<file path="config.mk">
export PLATFORM = sky130hd
export DESIGN_NAME = dot_product_acc_flat
export DESIGN_NICKNAME = d
export VERILOG_FILES = /design/src/rtl/dot_product_acc_if.sv /design/src/rtl/dot_product_acc.sv /design/src/flat_wrapper.sv
export SDC_FILE = /design/constraint.sdc
export NUM_CORES = 1
export LEC_CHECK = 0
export ABC_AREA = 1
export CAP_MARGIN = 5
export CORE_ASPECT_RATIO = 1.5
export CORE_MARGIN = 5
export CORE_UTILIZATION = 48
export CTS_CLUSTER_DIAMETER = 80
export CTS_CLUSTER_SIZE = 25
export DETAILED_ROUTE_END_ITERATION = 8
export GPL_ROUTABILITY_DRIVEN = 0
export PLACE_DENSITY_LB_ADDON = 0.12
export SLEW_MARGIN = 20
export SYNTH_ARGS = -nofsm -noshare
export SYNTH_HDL_FRONTEND = slang
export SYNTH_SLANG_ARGS = --single-unit
</file>
<file path="constraint.sdc">
create_clock -name I_CLK -period 2.15 [get_ports I_CLK]
set_input_delay 0.645 -clock I_CLK [delete_from_list [all_inputs] [get_ports I_CLK]]
set_output_delay 0.645 -clock I_CLK [all_outputs]
set_load 0.02 [all_outputs]
</file>
<file path="src/rtl/dot_product_acc_if.sv">
// dot_product_acc_if
//   Bundles the operand handshake, the multiplier issue/return path and the
//   result port of dot_product_acc.
//   slave  : the dot_product_acc side (takes operands and products, drives results).
//   master : the environment side (operand source, multiplier_16, result consumer).
//   Signals:
//     I_VLD / O_RDY / I_A / I_B       operand pair handshake, Q3.13 operands
//     O_MUL_VLD / O_MUL_M1 / O_MUL_M2 issue to multiplier I_VLD / I_M1 / I_M2
//     I_MUL_BUSY / I_MUL_VLD          from multiplier O_MUL_BUSY / O_VLD
//     I_MUL_PRODUCT                   from multiplier O_PRODUCT, Q3.13
//     O_VLD / O_DOT / O_OVF           one-cycle result pulse, dot product, saturation flag
interface dot_product_acc_if;
    logic        I_VLD;
    logic        O_RDY;
    logic [15:0] I_A;
    logic [15:0] I_B;
    logic        O_MUL_VLD;
    logic [15:0] O_MUL_M1;
    logic [15:0] O_MUL_M2;
    logic        I_MUL_BUSY;
    logic        I_MUL_VLD;
    logic [15:0] I_MUL_PRODUCT;
    logic        O_VLD;
    logic [15:0] O_DOT;
    logic        O_OVF;

    modport slave (
        input  I_VLD, I_A, I_B, I_MUL_BUSY, I_MUL_VLD, I_MUL_PRODUCT,
        output O_RDY, O_MUL_VLD, O_MUL_M1, O_MUL_M2, O_VLD, O_DOT, O_OVF
    );

    modport master (
        output I_VLD, I_A, I_B, I_MUL_BUSY, I_MUL_VLD, I_MUL_PRODUCT,
        input  O_RDY, O_MUL_VLD, O_MUL_M1, O_MUL_M2, O_VLD, O_DOT, O_OVF
    );
endinterface

</file>
<file path="src/rtl/dot_product_acc.sv">
// dot_product_acc
//   Streaming Q3.13 dot-product engine. Buffers one operand pair, issues it to an
//   external multiplier, accumulates returned products in an ACC_W-bit accumulator
//   and emits one 16-bit dot product per VEC_LEN pairs.
//   Parameters:
//     VEC_LEN : elements per dot product (>= 2)
//     ACC_W   : accumulator width (>= 16 + clog2(VEC_LEN))
//   Ports:
//     I_CLK   : clock
//     I_RST_N : synchronous active-low reset
//     bus     : dot_product_acc_if.slave (operand handshake, multiplier path, result)
//   Build option:
//     DOT_SAT_EN defined   -> O_DOT saturates to 0x7FFF / 0x8000, O_OVF flags a clamp.
//     DOT_SAT_EN undefined -> O_DOT = acc[15:0] (wraps), O_OVF held at 0.
module dot_product_acc #(
    parameter int unsigned VEC_LEN = 64,
    parameter int unsigned ACC_W   = 24
) (
    input logic              I_CLK,
    input logic              I_RST_N,
    dot_product_acc_if.slave bus
);

    localparam int unsigned CNT_W = $clog2(VEC_LEN + 1);
    localparam logic [CNT_W-1:0] LAST_CNT = CNT_W'(VEC_LEN);

`ifdef DOT_SAT_EN
    localparam logic signed [ACC_W-1:0] SAT_MAX = ACC_W'(32'sd32767);
    localparam logic signed [ACC_W-1:0] SAT_MIN = ACC_W'(-32'sd32768);
`endif

    logic [15:0]             a_q;
    logic [15:0]             b_q;
    logic                    op_vld_q;
    logic                    inflight_q;
    logic                    out_pend_q;
    logic [CNT_W-1:0]        issue_cnt_q;
    logic [CNT_W-1:0]        acc_cnt_q;
    logic signed [ACC_W-1:0] acc_q;
    logic                    vld_q;
    logic [15:0]             dot_q;
    logic                    ovf_q;

    logic                    rdy;
    logic                    accept;
    logic                    issue;
    logic                    accum;
    logic signed [ACC_W-1:0] prod_ext;
    logic [15:0]             dot_d;
    logic                    ovf_d;

    // Stop taking pairs once a full vector has been issued so the next vector
    // never mixes into the current sum.
    assign rdy    = !op_vld_q && (issue_cnt_q < LAST_CNT) && !out_pend_q;
    assign accept = bus.I_VLD && rdy;
    assign issue  = op_vld_q && !inflight_q && !bus.I_MUL_BUSY;
    // A product with nothing in flight is stale (e.g. issued before a reset).
    assign accum  = bus.I_MUL_VLD && inflight_q;

    assign prod_ext = {{(ACC_W-16){bus.I_MUL_PRODUCT[15]}}, bus.I_MUL_PRODUCT};

    assign bus.O_RDY     = rdy;
    assign bus.O_MUL_VLD = issue;
    assign bus.O_MUL_M1  = a_q;
    assign bus.O_MUL_M2  = b_q;
    assign bus.O_VLD     = vld_q;
    assign bus.O_DOT     = dot_q;
    assign bus.O_OVF     = ovf_q;

    // Products and sum share the Q3.13 scale, so the result is a plain slice
    // (or a clamp when saturation is built in).
    always_comb begin
        dot_d = acc_q[15:0];
        ovf_d = 1'b0;
`ifdef DOT_SAT_EN
        if (acc_q > SAT_MAX) begin
            dot_d = 16'h7FFF;
            ovf_d = 1'b1;
        end else if (acc_q < SAT_MIN) begin
            dot_d = 16'h8000;
            ovf_d = 1'b1;
        end
`endif
    end

    // accept/issue are exclusive (op_vld), issue/accum are exclusive (inflight),
    // and nothing else can happen while out_pend is set.
    always_ff @(posedge I_CLK) begin
        if (!I_RST_N) begin
            a_q         <= '0;
            b_q         <= '0;
            op_vld_q    <= 1'b0;
            inflight_q  <= 1'b0;
            out_pend_q  <= 1'b0;
            issue_cnt_q <= '0;
            acc_cnt_q   <= '0;
            acc_q       <= '0;
            vld_q       <= 1'b0;
            dot_q       <= '0;
            ovf_q       <= 1'b0;
        end else begin
            vld_q <= 1'b0;
            if (accept) begin
                a_q      <= bus.I_A;
                b_q      <= bus.I_B;
                op_vld_q <= 1'b1;
            end
            if (issue) begin
                op_vld_q    <= 1'b0;
                inflight_q  <= 1'b1;
                issue_cnt_q <= issue_cnt_q + 1'b1;
            end
            if (accum) begin
                acc_q      <= acc_q + prod_ext;
                inflight_q <= 1'b0;
                acc_cnt_q  <= acc_cnt_q + 1'b1;
            end
            if (out_pend_q) begin
                vld_q       <= 1'b1;
                dot_q       <= dot_d;
                ovf_q       <= ovf_d;
                acc_q       <= '0;
                issue_cnt_q <= '0;
                acc_cnt_q   <= '0;
                out_pend_q  <= 1'b0;
            end else if (acc_cnt_q == LAST_CNT) begin
                out_pend_q <= 1'b1;
            end
        end
    end

endmodule

</file>
<file path="src/flat_wrapper.sv">
// flat-port wrapper written by rule: the top's interface ports become plain ports
module dot_product_acc_flat 
#(
    parameter int unsigned VEC_LEN = 64,
    parameter int unsigned ACC_W   = 24
)
  (I_CLK, I_RST_N, bus_I_VLD, bus_I_A, bus_I_B, bus_I_MUL_BUSY, bus_I_MUL_VLD, bus_I_MUL_PRODUCT, bus_O_RDY, bus_O_MUL_VLD, bus_O_MUL_M1, bus_O_MUL_M2, bus_O_VLD, bus_O_DOT, bus_O_OVF);
  dot_product_acc_if bus_i ();
  input logic I_CLK;
  input logic I_RST_N;
  input wire logic [$bits(bus_i.I_VLD)-1:0] bus_I_VLD;
  input wire logic [$bits(bus_i.I_A)-1:0] bus_I_A;
  input wire logic [$bits(bus_i.I_B)-1:0] bus_I_B;
  input wire logic [$bits(bus_i.I_MUL_BUSY)-1:0] bus_I_MUL_BUSY;
  input wire logic [$bits(bus_i.I_MUL_VLD)-1:0] bus_I_MUL_VLD;
  input wire logic [$bits(bus_i.I_MUL_PRODUCT)-1:0] bus_I_MUL_PRODUCT;
  output wire logic [$bits(bus_i.O_RDY)-1:0] bus_O_RDY;
  output wire logic [$bits(bus_i.O_MUL_VLD)-1:0] bus_O_MUL_VLD;
  output wire logic [$bits(bus_i.O_MUL_M1)-1:0] bus_O_MUL_M1;
  output wire logic [$bits(bus_i.O_MUL_M2)-1:0] bus_O_MUL_M2;
  output wire logic [$bits(bus_i.O_VLD)-1:0] bus_O_VLD;
  output wire logic [$bits(bus_i.O_DOT)-1:0] bus_O_DOT;
  output wire logic [$bits(bus_i.O_OVF)-1:0] bus_O_OVF;
  assign bus_i.I_VLD = bus_I_VLD;
  assign bus_i.I_A = bus_I_A;
  assign bus_i.I_B = bus_I_B;
  assign bus_i.I_MUL_BUSY = bus_I_MUL_BUSY;
  assign bus_i.I_MUL_VLD = bus_I_MUL_VLD;
  assign bus_i.I_MUL_PRODUCT = bus_I_MUL_PRODUCT;
  assign bus_O_RDY = bus_i.O_RDY;
  assign bus_O_MUL_VLD = bus_i.O_MUL_VLD;
  assign bus_O_MUL_M1 = bus_i.O_MUL_M1;
  assign bus_O_MUL_M2 = bus_i.O_MUL_M2;
  assign bus_O_VLD = bus_i.O_VLD;
  assign bus_O_DOT = bus_i.O_DOT;
  assign bus_O_OVF = bus_i.O_OVF;
  dot_product_acc #(.VEC_LEN(VEC_LEN), .ACC_W(ACC_W)) u_core (.I_CLK(I_CLK), .I_RST_N(I_RST_N), .bus(bus_i));
endmodule
</file>
== After elaboration in Yosys (flattened, before gate mapping) ==
Index checks and enable logic that the tools add are counted.
Word-level totals
  logic and storage cells: 31
  bits of input ports: 53
  output and inout bits: 52
  register bits after elaboration: 90
Operators by class
  eq/ne operators: 1
  reduce and logical (&&, ||, !) cells: 13
  add/subtract/negate cells: 3
  multiplexer cells: 2
  bitwise logic cells: 1
  magnitude comparators: 1
Operators with widths (count)
  adder 24 x 16 -> 24 bit: 1
  adder 7 x 1 -> 7 bit, second input constant: 2
  equality test 7 bit, second input constant: 1
  < comparator 7 bit, second input constant: 1
  logical AND 1 bit: 6
  OR reduction 2 bit: 3
  logical NOT 1 bit: 4
  two-way mux 1 bit: 2
  inverter 1 bit: 1

== Depth between registers and ports, before layout ==
  word-level depth: 4
  gate-level depth with buffers: 12
  depth with buffers taken out: 12

== Least setup slack after synthesis ==
OpenSTA, ideal clock, no wires.
  path kind: input to register
  from: input port bus_I_MUL_PRODUCT[0]
  to: register u_core.acc_q[8]
  cell stages on the path: 11
  arrival time: 1.890 ns
  library setup time: 0.109 ns
  path buffers: 0
  path slack: 0.151 ns
  data required time: 2.041 ns
  cell sequence: ha_1 > fa_1 > nand2_1 > nand2_1 > and2_1 > nand2_1 > nand2_1 > xnor2_1 > nand2_1 > nand2_1 > inv_1
On the way
  word-level cells in the longest chain between the ends: 1
RTL lines
  start: declaration: RTL line flat_wrapper.sv:16  | input wire logic [$bits(bus_i.I_MUL_PRODUCT)-1:0] bus_I_MUL_PRODUCT;
  adder 24 x 16 -> 24 bit: RTL line dot_product_acc.sv:114  | acc_q <= acc_q + prod_ext;
  end signal: assignment: RTL line dot_product_acc.sv:114
  end: declaration: RTL line dot_product_acc.sv:39  | logic signed [ACC_W-1:0] acc_q;
No other way between the ends.
A chain may end at the register's enable or synchronous reset.

== Worst setup path in the final report ==
  from: input port bus_I_MUL_BUSY
  to: output port bus_O_MUL_VLD
On the way
  word-level cells in the longest chain between the ends: 2
RTL lines
  start: declaration: RTL line flat_wrapper.sv:14  | input wire logic [$bits(bus_i.I_MUL_BUSY)-1:0] bus_I_MUL_BUSY;
  logical NOT 1 bit: RTL line dot_product_acc.sv:56  | assign issue = op_vld_q && !inflight_q && !bus.I_MUL_BUSY;
  logical AND 1 bit: RTL line dot_product_acc.sv:56
  end: declaration: RTL line flat_wrapper.sv:18  | output wire logic [$bits(bus_i.O_MUL_VLD)-1:0] bus_O_MUL_VLD;
No other way between the ends.

==> run_results.csv <==
group,metric,value,unit
yosys,synth.largest_area_cell,"dfxtp_1",
yosys,synthAdderAreaFrac,6.355,%
pwr,seqPwrFrac,44.4,%
routing,viasPerCell,4.887,
final_layout,fillers,674,
clock_tree,cts_buffer_depth,2,
clock_tree,cts_sinks,82,
yosys,yosys_register_bits,82,
yosys,async_flop_share,0,%
placement,io_buffer_count,103,
pwr,power_density,666.3,nW/um2
timing,period_needed,2.067,ns
pwr,irDropWorstVdd,499.7,uV
placement,dp_hpwl,7274,um
routing,routed-via-count,3792,
yosys,synthMostInstantiatedCell,"nand2_1",
critical_path,crit_required,1.50,ns
timing,rsz0062_at_grt,"false",
pwr,power.share.clock,38.5,%
yosys,syn_nets,619,
timing,tns,0,ns
pwr,swShare,25.24,%
grt,globalRouteOverflowTotal,0,
critical_path,cp-end-kind,"primary output",
final_layout,regArea,1642,um2
timing,max_freq,0.4837,GHz
timing,skew,0.004192,ns
yosys,synth_edf_count,0,
pwr,combPwrFrac,17.1,%
critical_path,crit_type,"in2out",
timing,slew_violations,0,
clock_tree,clk_latency,0.34,ns
final_layout,multi_input_area,1846,um2
routing,drt-pass1-iter-count,4,
yosys,synth_top_family_by_area,"simple AND/OR/NAND/NOR gates",
placement,placed_area,5134,um2
critical_path,critPathBufInv,3,
critical_path,worst_setup_path_start_kind,"input pin",
grt,grt_pass1_wl,15850,um
grt,antenna_found_initial,0,
critical_path,max_stage_delay,0.42,ns
critical_path,crit_slowest_cell,"clkdlybuf4s50_1",
floorplanning,fp-row-count,40,
timing,slew_headroom,64.51,%
final_layout,syn2layout_area_growth,41.41,%
yosys,synth.area.top_cells,"dfxtp_1 43%, nand2_1 17%, a21oi_1 8.0%",
final_layout,final_nets,739,
clock_tree,cts_made_buffers,9,
final_layout,drive_gt1_share,8.942,%
yosys,syn_avg_cell_area,7.054,um2
clock_tree,root_buffer,"clkbuf_16",
hold_path,hold_class,"reg2reg",
yosys,seq_area_frac_synth,42.54,%
yosys,synth_commonest_cells,"172 x nand2_1, 82 x dfxtp_1, 82 x inv_1",
outcome,status,"finished clean",
yosys,yosys_warnings,0,
final_layout,fin_area,5456,um2
yosys,synth_compound_area_share,13.04,%
timing,finalHoldViolCount,0,
grt,grt_max_degree,35,
timing,worst_pin_slew,0.5315,ns
yosys,synth_top_cell_area_share,42.54,%
critical_path,critPathMaxFanout,2,
yosys,synthSimpleGateAreaFrac,25.71,%
pwr,power,3.636,mW
pwr,total_leakage_power,2.430,nW
pwr,p_int,2.718,mW
yosys,synthXorXnorAreaFrac,1.589,%
grt,grt_usage,19.64,%
critical_path,crit_arrival,1.42,ns
routing,wirelength,9791,um
floorplanning,die_area,9969,um2
clock_tree,h-tree-depth,3,
floorplanning,core_area,7958,um2
yosys,synth.mux.area_fraction,0,%
routing,ant_nets,0,
clock_tree,path_clk_slew,0.06,ns
floorplanning,ios,105,
yosys,yosys.cell_types.count,31,
routing,post_drt_wl_per_cell,12.62,um
yosys,synth_ff_type,"dfxtp_1",
floorplanning,initial_core_util,48.49,%
yosys,netlist_area,3859,um2
timing,post-route-period-util,96.16,%
floorplanning,die_width,83.21,um
critical_path,cp_top_family,"buffers and inverters",
critical_path,cp_cell_sequence,"clkdlybuf4s50_1 > nor2_2 > nand2_2 > inv_1 > buf_6",
floorplanning,die_h,119.8,um
pwr,p_switching,0.9176,mW
timing,hold-worst-slack,0.4596,ns
clock_tree,cts_tree,"done",
timing,setup_viol_count_final,0,
flow_run,maxCapViolCount,0,
grt,grt_pass1_vias,3538,
routing,post-route-drc-count,0,
routing,first_iter_violations,121,
final_layout,n_antenna_cell,0,
yosys,synth_cells,547,
==> metrics by stage <==
step | utilization [%] | setup WS, ns | instances
after floorplan | - | 0.1514 | 547
after global placement | 64.51 | -0.4031 | 760
after detailed placement | 64.51 | -0.4220 | 760
after CTS | 67.92 | 0.004734 | 775
after global routing | 68.57 | 0.0007299 | 776
final | 68.57 | 0.08254 | 776
==> worst paths after layout <==
check | startpoint | end | slack, ns | cells past startpoint
worst max-delay path | bus_I_MUL_BUSY | bus_O_MUL_VLD | 0.08 | 5
worst min-delay path | u_core.bus.O_DOT[15]$_SDFFE_PN0P_ | u_core.bus.O_DOT[15]$_SDFFE_PN0P_ | 0.46 | 2
worst min register to register | u_core.bus.O_DOT[15]$_SDFFE_PN0P_ | u_core.bus.O_DOT[15]$_SDFFE_PN0P_ | 0.46 | 2
worst max register to register | u_core.acc_q[0]$_SDFFE_PP0P_ | u_core.acc_q[14]$_SDFFE_PP0P_ | 0.43 | 12
==> cells in the final DEF, fill, tap and decap left out, types with 2 or more instances in the layout <==
cell             Yosys  routed
clkbuf_1            12       2
nand3b_1             2       2
nand2_2              2       7
nand4_1              2       2
buf_4                4      22
a211oi_1             2       2
a22o_1               4       4
clkdlybuf4s50_1      0     100
xor2_1               3       3
nor3_1               7       7
clkbuf_8             0       2
ha_1                18      16
nand3_1             26      26
clkbuf_16            0       9
o211ai_1             3       3
o21ai_0             24      24
a21oi_2              0       2
inv_1               82      82
buf_12               0       2
or2_1                2       2
dfxtp_1             82      82
xnor2_1              4       4
nand2_1            172     167
inv_2                4       4
a21oi_1             62      60
nor2_1              17      17
nor2_2               3       3
==> per-layer routing <==
layer	part of all wire [%]	vias to the layer above	global-route usage (%)
met2	52	96	35.69
met3	5.5	18	5.151
met4	2.3	0	8.691
met5	0	-	0
met1	40	1722	21.14
li1	-	1956	-
==> flip-flops by register name, indices dropped and copies added (netlist names) <==
register and cells:
u_core.acc_q 16, u_core.bus.O_DOT 16, u_core.bus.O_MUL_M1 16, u_core.bus.O_MUL_M2 16, u_core.acc_cnt_q 7, u_core.issue_cnt_q 7, u_core.bus.O_VLD 1, u_core.inflight_q 1
u_core.op_vld_q 1, u_core.out_pend_q 1
==> worst reg2reg max path, delay by kind of cell, from the launching register on <==
| kind | cells | cell delay [ns] |
|---|---|---|
| flip-flops | 1 | 0.31 |
| buffers and inverters | 1 | 0.04 |
| adder cells (fa/ha/maj) | 2 | 0.59 |
| AND/OR/NAND/NOR | 9 | 0.69 |
==> cells by family after synthesis <==
group                    after synthesis
flip-flops                            82
adder cells (fa/ha/maj)               19
buffers and inverters                105
AO/OA/AOI/OAI                         95
other                                  1
AND/OR/NAND/NOR                      238
XOR/XNOR                               7
==> area by class of cell <==
type,instances,share of cell area (%)
Clock buffer,13,4.770
Clock inverter,2,0.2293
Inverter,87,5.985
Multi-Input combinational cell,360,33.82
Sequential cell,82,30.08
Tap cell,105,2.408
Timing Repair Buffer,127,22.70
==> repair_timing <==
item,CTS,global route
pin swaps,1,10
cloned,0,0
setup buffers,0,1
hold buffers,0,0
endpoints found under the setup margin,6,11
resized for setup,7,12
==> power by group through the flow <==
stage | Combinational [mW] | Sequential (mW) | Clock (mW)
floorplan | 0.282 | 1.69 | 0
global placement | 0.600 | 1.64 | 0
detailed placement | 0.613 | 1.65 | 0
CTS | 0.616 | 1.61 | 1.45
global route | 0.687 | 1.62 | 1.51
finish | 0.621 | 1.62 | 1.40
No activity file was read; power rests on OpenSTA's default activity.
